--- src/rtl/led_result_pacer.sv ---
// led_result_pacer: queues result words from an upstream stage in a small
// circular FIFO and shows each one on the board LEDs for a fixed number of
// clock cycles, so that fast bursts of results stay readable by a human.
module led_result_pacer #(
    parameter int HOLD_CYCLES = 4,
    parameter int DEPTH       = 4
) (
    input  logic       clk,
    input  logic       rst_n,
    input  logic       in_valid,
    input  logic [7:0] in_data,
    output logic       in_ready,
    output logic [7:0] led,
    output logic       busy,
    output logic [7:0] shown_count
);

    typedef enum logic {
        IDLE,
        SHOW
    } state_t;

    localparam logic [3:0] HOLD_LOAD = 4'(HOLD_CYCLES - 1);
    localparam logic [2:0] FULL_LVL  = 3'(DEPTH);

    state_t     state;
    state_t     state_next;
    logic [7:0] mem [DEPTH];
    logic [1:0] wr_ptr;
    logic [1:0] rd_ptr;
    logic [2:0] count;
    logic [3:0] hold_cnt;
    logic       push;
    logic       pop;
    logic       hold_dec;

    // Readiness depends only on the stored occupancy, so upstream never sees
    // a combinational path from its own valid back to ready.
    assign in_ready = (count != FULL_LVL);
    assign push     = in_valid & in_ready;
    assign busy     = (state == SHOW);

    // Storage array; the data itself needs no reset because occupancy gates it.
    always_ff @(posedge clk) begin
        if (push) begin
            mem[wr_ptr] <= in_data;
        end
    end

    // Pointer and occupancy bookkeeping; pointers wrap naturally at 2 bits.
    always_ff @(posedge clk or negedge rst_n) begin
        if (!rst_n) begin
            wr_ptr <= 2'd0;
            rd_ptr <= 2'd0;
            count  <= 3'd0;
        end else begin
            if (push) begin
                wr_ptr <= wr_ptr + 2'd1;
            end
            if (pop) begin
                rd_ptr <= rd_ptr + 2'd1;
            end
            if (push && !pop) begin
                count <= count + 3'd1;
            end else if (pop && !push) begin
                count <= count - 3'd1;
            end
        end
    end

    // Display state register.
    always_ff @(posedge clk or negedge rst_n) begin
        if (!rst_n) begin
            state <= IDLE;
        end else begin
            state <= state_next;
        end
    end

    // Next-state and pop decision use pre-edge occupancy, so a word pushed at
    // one edge can only reach the LEDs at the following edge.
    always_comb begin
        state_next = state;
        pop        = 1'b0;
        hold_dec   = 1'b0;
        case (state)
            IDLE: begin
                if (count != 3'd0) begin
                    pop        = 1'b1;
                    state_next = SHOW;
                end
            end
            SHOW: begin
                if (hold_cnt != 4'd0) begin
                    hold_dec = 1'b1;
                end else if (count != 3'd0) begin
                    pop = 1'b1;
                end else begin
                    state_next = IDLE;
                end
            end
            default: begin
                state_next = IDLE;
            end
        endcase
    end

    // LED register, hold timer and shown counter; led keeps its last word when idle.
    always_ff @(posedge clk or negedge rst_n) begin
        if (!rst_n) begin
            led         <= 8'h00;
            hold_cnt    <= 4'd0;
            shown_count <= 8'd0;
        end else if (pop) begin
            led         <= mem[rd_ptr];
            hold_cnt    <= HOLD_LOAD;
            shown_count <= shown_count + 8'd1;
        end else if (hold_dec) begin
            hold_cnt <= hold_cnt - 4'd1;
        end
    end

endmodule

--- config.mk ---
export PLATFORM = sky130hd
export DESIGN_NAME = led_result_pacer
export DESIGN_NICKNAME = d
export VERILOG_FILES = /design/src/rtl/led_result_pacer.sv
export SDC_FILE = /design/constraint.sdc
export NUM_CORES = 1
export LEC_CHECK = 0
export BUFFER_PORTS_ARGS = -buffer_cell sky130_fd_sc_hd__buf_4
export CAP_MARGIN = 5
export CORE_MARGIN = 2
export CORE_UTILIZATION = 55
export DETAILED_ROUTE_END_ITERATION = 10
export PLACE_DENSITY = 0.76
export SYNTH_ARGS = -nofsm -noshare
export SYNTH_HDL_FRONTEND = slang
export SYNTH_SLANG_ARGS = --single-unit
--- constraint.sdc ---
create_clock -name clk -period 2.71 [get_ports clk]
set_input_delay 0.542 -clock clk [delete_from_list [all_inputs] [get_ports clk]]
set_output_delay 0.542 -clock clk [all_outputs]
set_load 0.05 [all_outputs]
; ---- After elaboration in Yosys (flattened, before gate mapping)
; Memory sizes are Yosys's and may differ from the RTL's. A register that Yosys moved wholly into a read port is not among the register bits.
; Index checks and enable logic that the tools add are counted.
[classes]
add_sub_neg = 6
mul = 0
div = 0
order_cmp = 0
eq_ne = 1
shift = 0
mux = 13
bitwise = 2
reduce_logical = 9
[op_table]
columns = cell, n
row1 = $add 8x1->8 const B, 1
row2 = $mux 4, 2
row3 = $mux 1, 7
row4 = $mux 3, 2
row5 = $add 2x1->2 const B, 2
row6 = $pmux 1 s2, 2
row7 = $reduce_bool 2->1, 2
row8 = $reduce_bool 4->1, 1
row9 = $sub 4x1->4 const B, 1
row10 = $add 3x1->3 const B, 1
row11 = $logic_not 1->1, 3
row12 = $ne 3x3->1 const B, 1
row13 = $reduce_bool 3->1, 1
row14 = $sub 3x1->3 const B, 1
row15 = $logic_and 1x1->1, 2
row16 = $and 1x1->1, 1
row17 = $not 1->1, 1
[totals]
ff_bits = 20
latch_bits = 0
ram_bits = 32
rom_bits = 0
inputBits = 11
output_inout_bits = 18
elab_cells = 38
n_memories = 1
[mem_list]
columns = name, depth, width, read_ports, rd_clocked_by_memory_dff, wr, line_no
row1 = mem, 4, 8, 1, 1, 1, 28  ; logic [7:0] mem [DEPTH];

; ---- Longest topological paths before layout
; Gate-level depths: netlist (run 1).
[depth]
word_depth = 7
ltp_mapped = 12
depth_no_buf = 11

; ---- Worst setup path after synthesis (run 1)
; Ideal clock, no wire load.
[synth_path]
path_kind = register to register
from = reg hold_cnt[0]
to = reg count[1]
setup_ns = 0.125
arrival_ns = 2.376
required_ns = 2.585
slack_ns = 0.209
stages_incl_launch_ff = 11
path_buffers = 1
period_less_slack_ns = 2.501
cell_sequence = dfrtp_1 -> inv_1 -> ha_1 -> or3b_4 -> a21oi_4 -> buf_8 -> inv_1 -> ha_1 -> inv_1 -> fa_1 -> mux2_2
[synth_via]
elab_chain_len = 6
word_cells_on_any_way = 8
classes_between = mux: 3 / reduce/logical: 5
[synth_rtl]
columns = element, line_no
row1 = from (decl), 32  ; logic [3:0] hold_cnt;
row2 = from (signal assigned), 119  ; hold_cnt <= hold_cnt - 4'd1;
row3 = $reduce_bool 4->1 *, 94  ; if (hold_cnt != 4'd0) begin
row4 = $mux 1 *, 94
row5 = $pmux 1 s2 *, 86  ; case (state)
row6 = $logic_not 1->1, 63  ; if (push && !pop) begin
row7 = $logic_and 1x1->1, 63
row8 = $mux 3 or $reduce_bool 2->1 (tied branches), n/a
row9 = to (signal assigned), 64  ; count <= count + 3'd1;
row10 = to (signal assigned), 66  ; count <= count - 3'd1;
row11 = to (decl), 31  ; logic [2:0] count;
; Every way passes the cells marked *; elsewhere a longest branch is shown, timed or not.
; A chain may end at the register's enable or synchronous reset.

; ---- Final worst setup path (run 1)
; Ends and elaborated chain as after synthesis.

==> results of run 1 <==
-- metal layers --
layer / part of all wire, % / vias up / GRT usage, %
met5: 0 / - / 0
met1: 39 / 680 / 22.6
met4: 2.1 / 0 / 10.1
met2: 55 / 38 / 32.5
met3: 3.9 / 8 / 5.13
li1: - / 611 / -
-- synthesized netlist by cell type (all sizes together) --
cell and instances:
or3b 1, mux4 8, fa 1, nand3b 1, mux2 12, edfxtp 32, xor2 5, nand4 4
dfrtp 28, and2 1, a31oi 1, o21ai 2, buf 3, nand2 7, nor3 2, nand3 1
a311o 1, nor2 2, ha 7, a21oi 1, and3 8, and4 1, xnor2 8, inv 7
-- cells by family after synthesis --
logic type                 count (synthesis)  share of synthesized area (%)
muxes                                     20                           12.9
and+or+nand+nor                           28                           6.63
DFF                                       60                           67.7
buffers and inverters                     10                           2.04
xor gates and xnor gates                  13                           4.64
AOI/OAI and AO/OA                          5                           1.73
adders and majority gates                  8                           4.39
-- metrics by stage --
stage | setup WS (ns) | utilization [%]
4_1_cts | 0.327 | 66.5
6_report | 0.339 | 66.5
2_1_floorplan | 0.209 | -
3_5_place_dp | 0.334 | 62.7
5_1_grt | 0.225 | 66.5
3_3_place_gp | 0.468 | 62.7
-- sequential cells by signal (all words and copies together) (netlist names) --
register,count
busy,1
led,8
wr_ptr,2
rd_ptr,2
count,3
shown_count,8
hold_cnt,4
mem,32
-- worst min path at each step --
stage / from / endpoint / slack, ns / cells after the start
detailed placement: shown_count[7] / shown_count[7] / 0.46 / 1
floorplan: rst_n / busy / 0.25 / 0
global placement: shown_count[7] / shown_count[7] / 0.46 / 1
finish: rst_n / led[2] / 0.13 / 1
CTS: rst_n / led[3] / 0.13 / 1
global route: rst_n / led[7] / 0.15 / 1
-- cell usage in the layout (no fill, tap or decap), drive strengths merged --
cell type,count
o21ai,2
edfxtp,32
dfrtp,28
and2,1
a21oi,1
and3,8
clkinv,4
nand2,7
and4,1
ha,7
inv,7
a311o,1
buf,29
nand3b,1
nand3,1
xor2,5
nor2,2
a31oi,1
or3b,1
mux2,12
xnor2,8
nand4,4
nor3,2
mux4,8
clkbuf,12
fa,1
-- area by class of cell --
class | instances | area (sq um) | area share (%)
Clock buffer | 12 | 145 | 5.05
Clock inverter | 4 | 17.5 | 0.609
Inverter | 7 | 26.3 | 0.914
Multi-Input combinational cell | 74 | 742 | 25.8
Sequential cell | 60 | 1660 | 57.8
Tap cell | 52 | 65.1 | 2.26
Timing Repair Buffer | 29 | 218 | 7.57
-- power groups by stage --
stage | sequential, mW | combinational (mW) | clock, mW
after floorplan | 1.74 | 0.734 | 0
after global placement | 1.49 | 1.28 | 0
after detailed placement | 1.51 | 1.35 | 0
after CTS | 1.50 | 1.35 | 0.672
after global routing | 1.53 | 1.43 | 0.721
final | 1.49 | 1.33 | 0.661
==> impl_metrics.toml, run 1 <==
[run_status]
outcome = "complete, no violations"

[critical_path]
cpMaxStageDelayCell = "or3b_4"
reg2reg_from = "hold_cnt[0]"
arrival_ns = 2.58
reg2regPathDepth = 9
path_depth = 9
cpMostUsedCell = "inv_1"
crit_path_start = "hold_cnt[0]"
cp-start-kind = "register"
critPathMaxFanout = 3
cp_top_family = "adder cells"
crit_path_end = "count[1]"
cp.required_ns = 2.92
crit_type = "register to register"
rrSetupSlack_ns = 0.34
crit_buf_inv = 3
endpoint_kind = "register"
crit_chain = "inv_1, ha_1, or3b_4, a21oi_4, inv_1, ha_1, inv_1, fa_1, mux2_2"
critical_path.max_stage_delay_ns = 0.42
timing.rr.end = "count[1]"

[sta]
worstMarginPinSlew_ns = 0.575
setup_viol_count_final = 0
setup_tns_ns = 0
slew-limit-headroom_pct = 61.7
hold_viol_final = 0
final_max_slew_viol_count = 0
fmax_ghz = 0.422
holdWs_ns = 0.127
period_share_pct = 87.5
rsz0062_at_grt = "false"
skew_ns = 0.00632
post-route-min-period_ns = 2.37

[floorplan]
die-area_sq_um = 5010
boundaryPins = 29
die_w_um = 70.8
rows = 24
initial_core_util_pct = 56.7
core_area_sq_um = 4320
die_h_um = 70.8

[yosys]
netlist.area_leader.share_pct = 39.2
synth_top_area_cell = "edfxtp_1"
netlist_instances = 144
synth.net_count = 163
netlist_area_sq_um = 2450
ys_seq_elements = 60
synth_area_leaders = "edfxtp_1 39%, dfrtp_1 29%, mux4_2 7.3%, mux2_2 5.0%, ha_1 3.6%"
yosysWarnings = 0
yosysUniqueCellTypes = 28
yosysSeqAreaShare_pct = 67.7
synth.avg_cell_area_sq_um = 17.0

[cells_and_area]
area_delta_synth_final_pct = 17.2
instances_no_fill = 238
drive_gt1_share_pct = 33.9
nets = 200
finish.instance_area_sq_um = 2880
nFillCells = 308
num_antenna_cells = 0

[detailed_routing]
wl_um = 4120
drt_iter0_drc = 93
num_vias = 1337
drt-vias-per-instance = 5.62
route.detailed.drc = 0
detailedRoute.firstPassIterationCount = 4
ant_nets = 0
detail_route.wl_per_cell_um = 17.3

[clock_tree]
post_cts_buffers = 0
cts_buffers = 9
clockRootBuffer = "clkbuf_8"
cts_tree = "yes"
post_cts_resized = 0
htree_levels = 3
clk_latency_ns = 0.33
cts_hold_buffers = 0
cts.sinks = 60
ctsLongestPathBuffers = 2
path_clk_slew_ns = 0.06

[grt]
grt_pass1_wl_um = 7070
antenna_found_initial = 0
grt-ovfl-total = 0
grt_usage_pct = 19.2
grt_start_max_net_pins = 29
grt_pass1_vias = 1439

[pwr]
worst_ir_drop_vdd_uv = 655
p_leak_nw = 1.18
total_power_mw = 3.49
internal_power_mw = 2.17
p_seq_share_pct = 42.8
swShare_pct = 37.7
p_clk_share_pct = 19.0
powerDensity_nw_per_um2 = 1210
p_comb_share_pct = 38.2
power_switching_mw = 1.31

[placed_design]
place_area_sq_um = 2710
gp_congestion = 0.710
portBuffers = 28
dp_hpwl_um = 2850
dp_cells = 222

[min_path]
hold_class = "primary input to async pin"

[flow_run]
maxCapViolations = 0
Note: power is estimated with default switching activity, not from simulation.
==> inputs of run 2 (changes only) <==
- CORE_UTILIZATION: 55 -> 43
- GPL_TIMING_DRIVEN: unset -> 0
- PLACE_DENSITY: 0.76 -> 0.62
==> impl_metrics.toml, run 2 (synthesis results as in run 1) <==
[run_status]
outcome = "complete, no violations"

[flow_run]
maxCapViolations = 0

[grt]
grt.met2_usage_pct = 24.6
grt_usage_pct = 14.7
gr-max-usage-layer = "met2"
grt_pass1_vias = 1391
grt_pass1_wl_um = 6720
use_met3_pct = 3.96
antenna_found_initial = 0
grt_start_max_net_pins = 29
grt-ovfl-total = 0
grtUsageMet1_pct = 17.1

[critical_path]
cp-start-kind = "register"
endpoint_kind = "register"
critPathMaxFanout = 10
cp.required_ns = 2.91
rrSetupSlack_ns = 0.18
timing.rr.end = "count[1]"
arrival_ns = 2.73
reg2regPathDepth = 10
reg2reg_from = "hold_cnt[0]"
crit_type = "register to register"

[clock_tree]
ctsLongestPathBuffers = 2
cts_tree = "yes"
cts.sinks = 60
clockRootBuffer = "clkbuf_8"
htree_levels = 3
cts_hold_buffers = 0
path_clk_slew_ns = 0.07
cts_buffers = 9
post_cts_buffers = 1
post_cts_resized = 0
clk_latency_ns = 0.32

[min_path]
hold_class = "primary input to async pin"

[cells_and_area]
final_cell_mix = "32 x edfxtp_1, 29 x buf_4, 28 x dfrtp_1, 11 x mux2_2, 9 x clkbuf_8"
num_antenna_cells = 0
largest_reg_flops = 32
largestRegisters = "mem x32, led x8, shown_count x8"
nets = 203
instances_no_fill = 260
layout_commonest_cell = "edfxtp_1"
drive_gt1_share_pct = 34.6
top_register = "mem"
area_delta_synth_final_pct = 19.7
nFillCells = 457

[detailed_routing]
drt_iter0_drc = 30
route.detailed.drc = 0
detail_route.wl_per_cell_um = 15.9
detailedRoute.firstPassIterationCount = 4
ant_nets = 0
drt-vias-per-instance = 5.07
num_vias = 1317
wl_um = 4130

[floorplan]
die_h_um = 79.5
core_area_sq_um = 5510
rows = 27
initial_core_util_pct = 44.6
die_w_um = 79.5
die-area_sq_um = 6330
boundaryPins = 29

[placed_design]
portBuffers = 28
dp_hpwl_um = 2890
dp_cells = 244
preCtsSetupSlack_ns = -0.0835
gp_congestion = 0.795

[sta]
worstMarginPinSlew_ns = 0.554
setup_viol_count_final = 0
period_share_pct = 93.2
slew-limit-headroom_pct = 63.1
setup_ws_ns = 0.185
post-route-min-period_ns = 2.53
final_max_slew_viol_count = 0
rsz0062_at_grt = "false"
hold_viol_final = 0
skew_ns = 0.00890
fmax_ghz = 0.396

[pwr]
worst_ir_drop_vdd_uv = 610
p_leak_nw = 1.19
powerDensity_nw_per_um2 = 1220
## run 2: cell count changes in the layout (fill, tap and decap cells not counted), sizes merged
cell,change
clkinv,-2
bufinv,+1
buf,+3
## run 2: critical path: stages (launching register included)
cell and delay (ns):
dfrtp_1 0.35, inv_1 0.11, ha_1 0.20, or3b_4 0.42, a21oi_4 0.18, buf_8 0.15
inv_1 0.05, ha_1 0.20, inv_1 0.08, fa_1 0.40, mux2_2 0.26
## run 2: metal layers
layer	vias to the layer above	wire length, um
met4	0	80
li1	614	-
met3	7	135
met5	-	0
met1	674	1750
met2	22	2170
## run 2: worst max-delay path by stage
| stage | end | depth (start not counted) | from | slack, ns |
|---|---|---|---|---|
| floorplan | count[1] | 10 | hold_cnt[0] | 0.21 |
| global placement | count[1] | 10 | hold_cnt[0] | 0.02 |
| detailed placement | count[1] | 10 | hold_cnt[0] | -0.08 |
| CTS | count[1] | 10 | hold_cnt[0] | 0.19 |
| global route | count[1] | 10 | hold_cnt[1] | 0.07 |
| finish | count[1] | 10 | hold_cnt[0] | 0.18 |
## run 2: report_power, final
| part | internal (mW) | total [mW] | switching, mW |
|---|---|---|---|
| combinational | 0.590 | 1.42 | 0.831 |
| sequential | 1.26 | 1.42 | 0.167 |
| clock | 0.418 | 0.732 | 0.314 |
## run 2: stage by stage
| step | instance area [sq um] | setup TNS, ns | hold slack, ns | utilization, % | power (mW) |
|---|---|---|---|---|---|
| after floorplan | 2450 | 0 | 0.246 | - | 2.47 |
| after global placement | 2750 | 0 | 0.461 | 50.0 | 2.80 |
| after detailed placement | 2750 | -0.0835 | 0.464 | 50.0 | 2.88 |
| after CTS | 2940 | 0 | 0.140 | 53.3 | 3.62 |
| after global routing | 2940 | 0 | 0.147 | 53.3 | 3.78 |
| final | 2940 | 0 | 0.124 | 53.3 | 3.58 |
## run 2: area by class of cell
| class | instances | area, sq um | area share, % |
|---|---|---|---|
| Sequential cell | 60 | 1660 | 56.6 |
| Multi-Input combinational cell | 74 | 742 | 25.3 |
| Timing Repair Buffer | 29 | 218 | 7.41 |
| Clock buffer | 12 | 135 | 4.60 |
| Tap cell | 72 | 90.1 | 3.07 |
| Clock inverter | 3 | 40.0 | 1.36 |
| Inverter | 7 | 26.3 | 0.895 |
| Buffer | 3 | 23.8 | 0.810 |
==> inputs of run 3 (changes only) <==
- CORE_UTILIZATION: 43 -> 52
- GPL_TIMING_DRIVEN: 0 -> unset
- PLACE_DENSITY: 0.62 -> 0.72
==> impl_metrics.toml, run 3 (synthesis results as in run 1) <==
[detailed_routing]
drt_iter0_drc = 101
detail_route.wl_per_cell_um = 17.5
num_vias = 1315
detailedRoute.firstPassIterationCount = 4
wl_um = 4170
route.detailed.drc = 0
ant_nets = 0
drt-vias-per-instance = 5.53

[critical_path]
critPathMaxFanout = 3
timing.rr.end = "count[1]"
reg2reg_from = "hold_cnt[0]"
crit_path_start = "hold_cnt[0]"
reg2regPathDepth = 9
rrSetupSlack_ns = 0.37
arrival_ns = 2.55
endpoint_kind = "register"
crit_type = "register to register"
cp.required_ns = 2.92
cp-start-kind = "register"

[clock_tree]
cts_tree = "yes"
post_cts_buffers = 0
clockRootBuffer = "clkbuf_8"
cts_hold_buffers = 0
htree_levels = 3
ctsLongestPathBuffers = 2
path_clk_slew_ns = 0.06
post_cts_resized = 0
cts.sinks = 60
clk_latency_ns = 0.33
cts_buffers = 9

[placed_design]
gp_congestion = 0.685
dp_hpwl_um = 2790
dp_cells = 222
portBuffers = 28
place_area_sq_um = 2710
preCtsSetupSlack_ns = 0.359

[cells_and_area]
nets = 200
fin_util_pct = 64.5
instances_no_fill = 238
largestRegisters = "mem x32, led x8, shown_count x8"
top_register = "mem"
final_cell_mix = "32 x edfxtp_1, 29 x buf_4, 28 x dfrtp_1, 11 x mux2_2, 9 x clkbuf_8"
area_delta_synth_final_pct = 16.8
num_antenna_cells = 0
layout_commonest_cell = "edfxtp_1"
drive_gt1_share_pct = 33.9
largest_reg_flops = 32
finish.instance_area_sq_um = 2870

[grt]
grt-ovfl-total = 0
grt_usage_pct = 18.3
grt_start_max_net_pins = 29
grt_pass1_wl_um = 6850
antenna_found_initial = 0
grt_pass1_vias = 1423

[pwr]
p_comb_share_pct = 38.3
p_seq_share_pct = 43.3
power_switching_mw = 1.30
internal_power_mw = 2.15
p_clk_share_pct = 18.4
p_leak_nw = 1.17
worst_ir_drop_vdd_uv = 623
swShare_pct = 37.7
total_power_mw = 3.45
powerDensity_nw_per_um2 = 1200

[sta]
hold_viol_final = 0
setup_tns_ns = 0
final_max_slew_viol_count = 0
slew-limit-headroom_pct = 60.6
setup_viol_count_final = 0
rsz0062_at_grt = "false"
fmax_ghz = 0.428
post-route-min-period_ns = 2.34
period_share_pct = 86.3
holdWs_ns = 0.135
setup_ws_ns = 0.372
worstMarginPinSlew_ns = 0.590
skew_ns = 0.00560

[floorplan]
die_w_um = 72.7
die-area_sq_um = 5280
core_area_sq_um = 4440
initial_core_util_pct = 55.2
boundaryPins = 29
die_h_um = 72.7
rows = 24

[flow_run]
maxCapViolations = 0

[run_status]
outcome = "complete, no violations"

[min_path]
hold_class = "primary input to async pin"
-- run 3: cell count changes in the layout (fill, tap and decap cells not counted), sizes merged --
cell	before	now
clkbuf	12	13
clkinv	2	3
bufinv	1	0
buf	32	29
-- run 3: worst max-delay path: stages, from the launching register on --
cell     delay (ns)
dfrtp_1        0.36
inv_1          0.10
ha_1           0.19
or3b_4         0.42
a21oi_4        0.16
inv_1          0.05
ha_1           0.20
inv_1          0.08
fa_1           0.40
mux2_2         0.26
-- run 3: cell type report --
cell class                      count  area [sq um]
Fill cell                         335          1580
Inverter                            7          26.3
Sequential cell                    60          1660
Clock buffer                       13           139
Timing Repair Buffer               29           218
Clock inverter                      3          15.0
Multi-Input combinational cell     74           742
Tap cell                           52          65.1
-- run 3: how the worst max path moves through the flow --
| stage | end | cells after the start |
|---|---|---|
| 2_1_floorplan | count[1] | 10 |
| 3_3_place_gp | count[1] | 9 |
| 3_5_place_dp | count[1] | 9 |
| 4_1_cts | count[1] | 9 |
| 5_1_grt | count[1] | 9 |
| 6_report | count[1] | 9 |
-- run 3: metal layers --
metal  GRT usage [%]  vias up  routed length (um)
li1                -      608                   -
met1            22.9      677                1840
met2            28.7       21                2120
met3            4.97        9                 127
met4            10.5        0                  87
met5               0        -                   0
-- run 3: power by group through the flow --
stage / logic [mW] / registers, mW / clock network, mW
6_report: 1.32 / 1.50 / 0.635
3_5_place_dp: 1.34 / 1.52 / 0
2_1_floorplan: 0.734 / 1.74 / 0
5_1_grt: 1.43 / 1.54 / 0.699
3_3_place_gp: 1.28 / 1.49 / 0
4_1_cts: 1.34 / 1.50 / 0.656
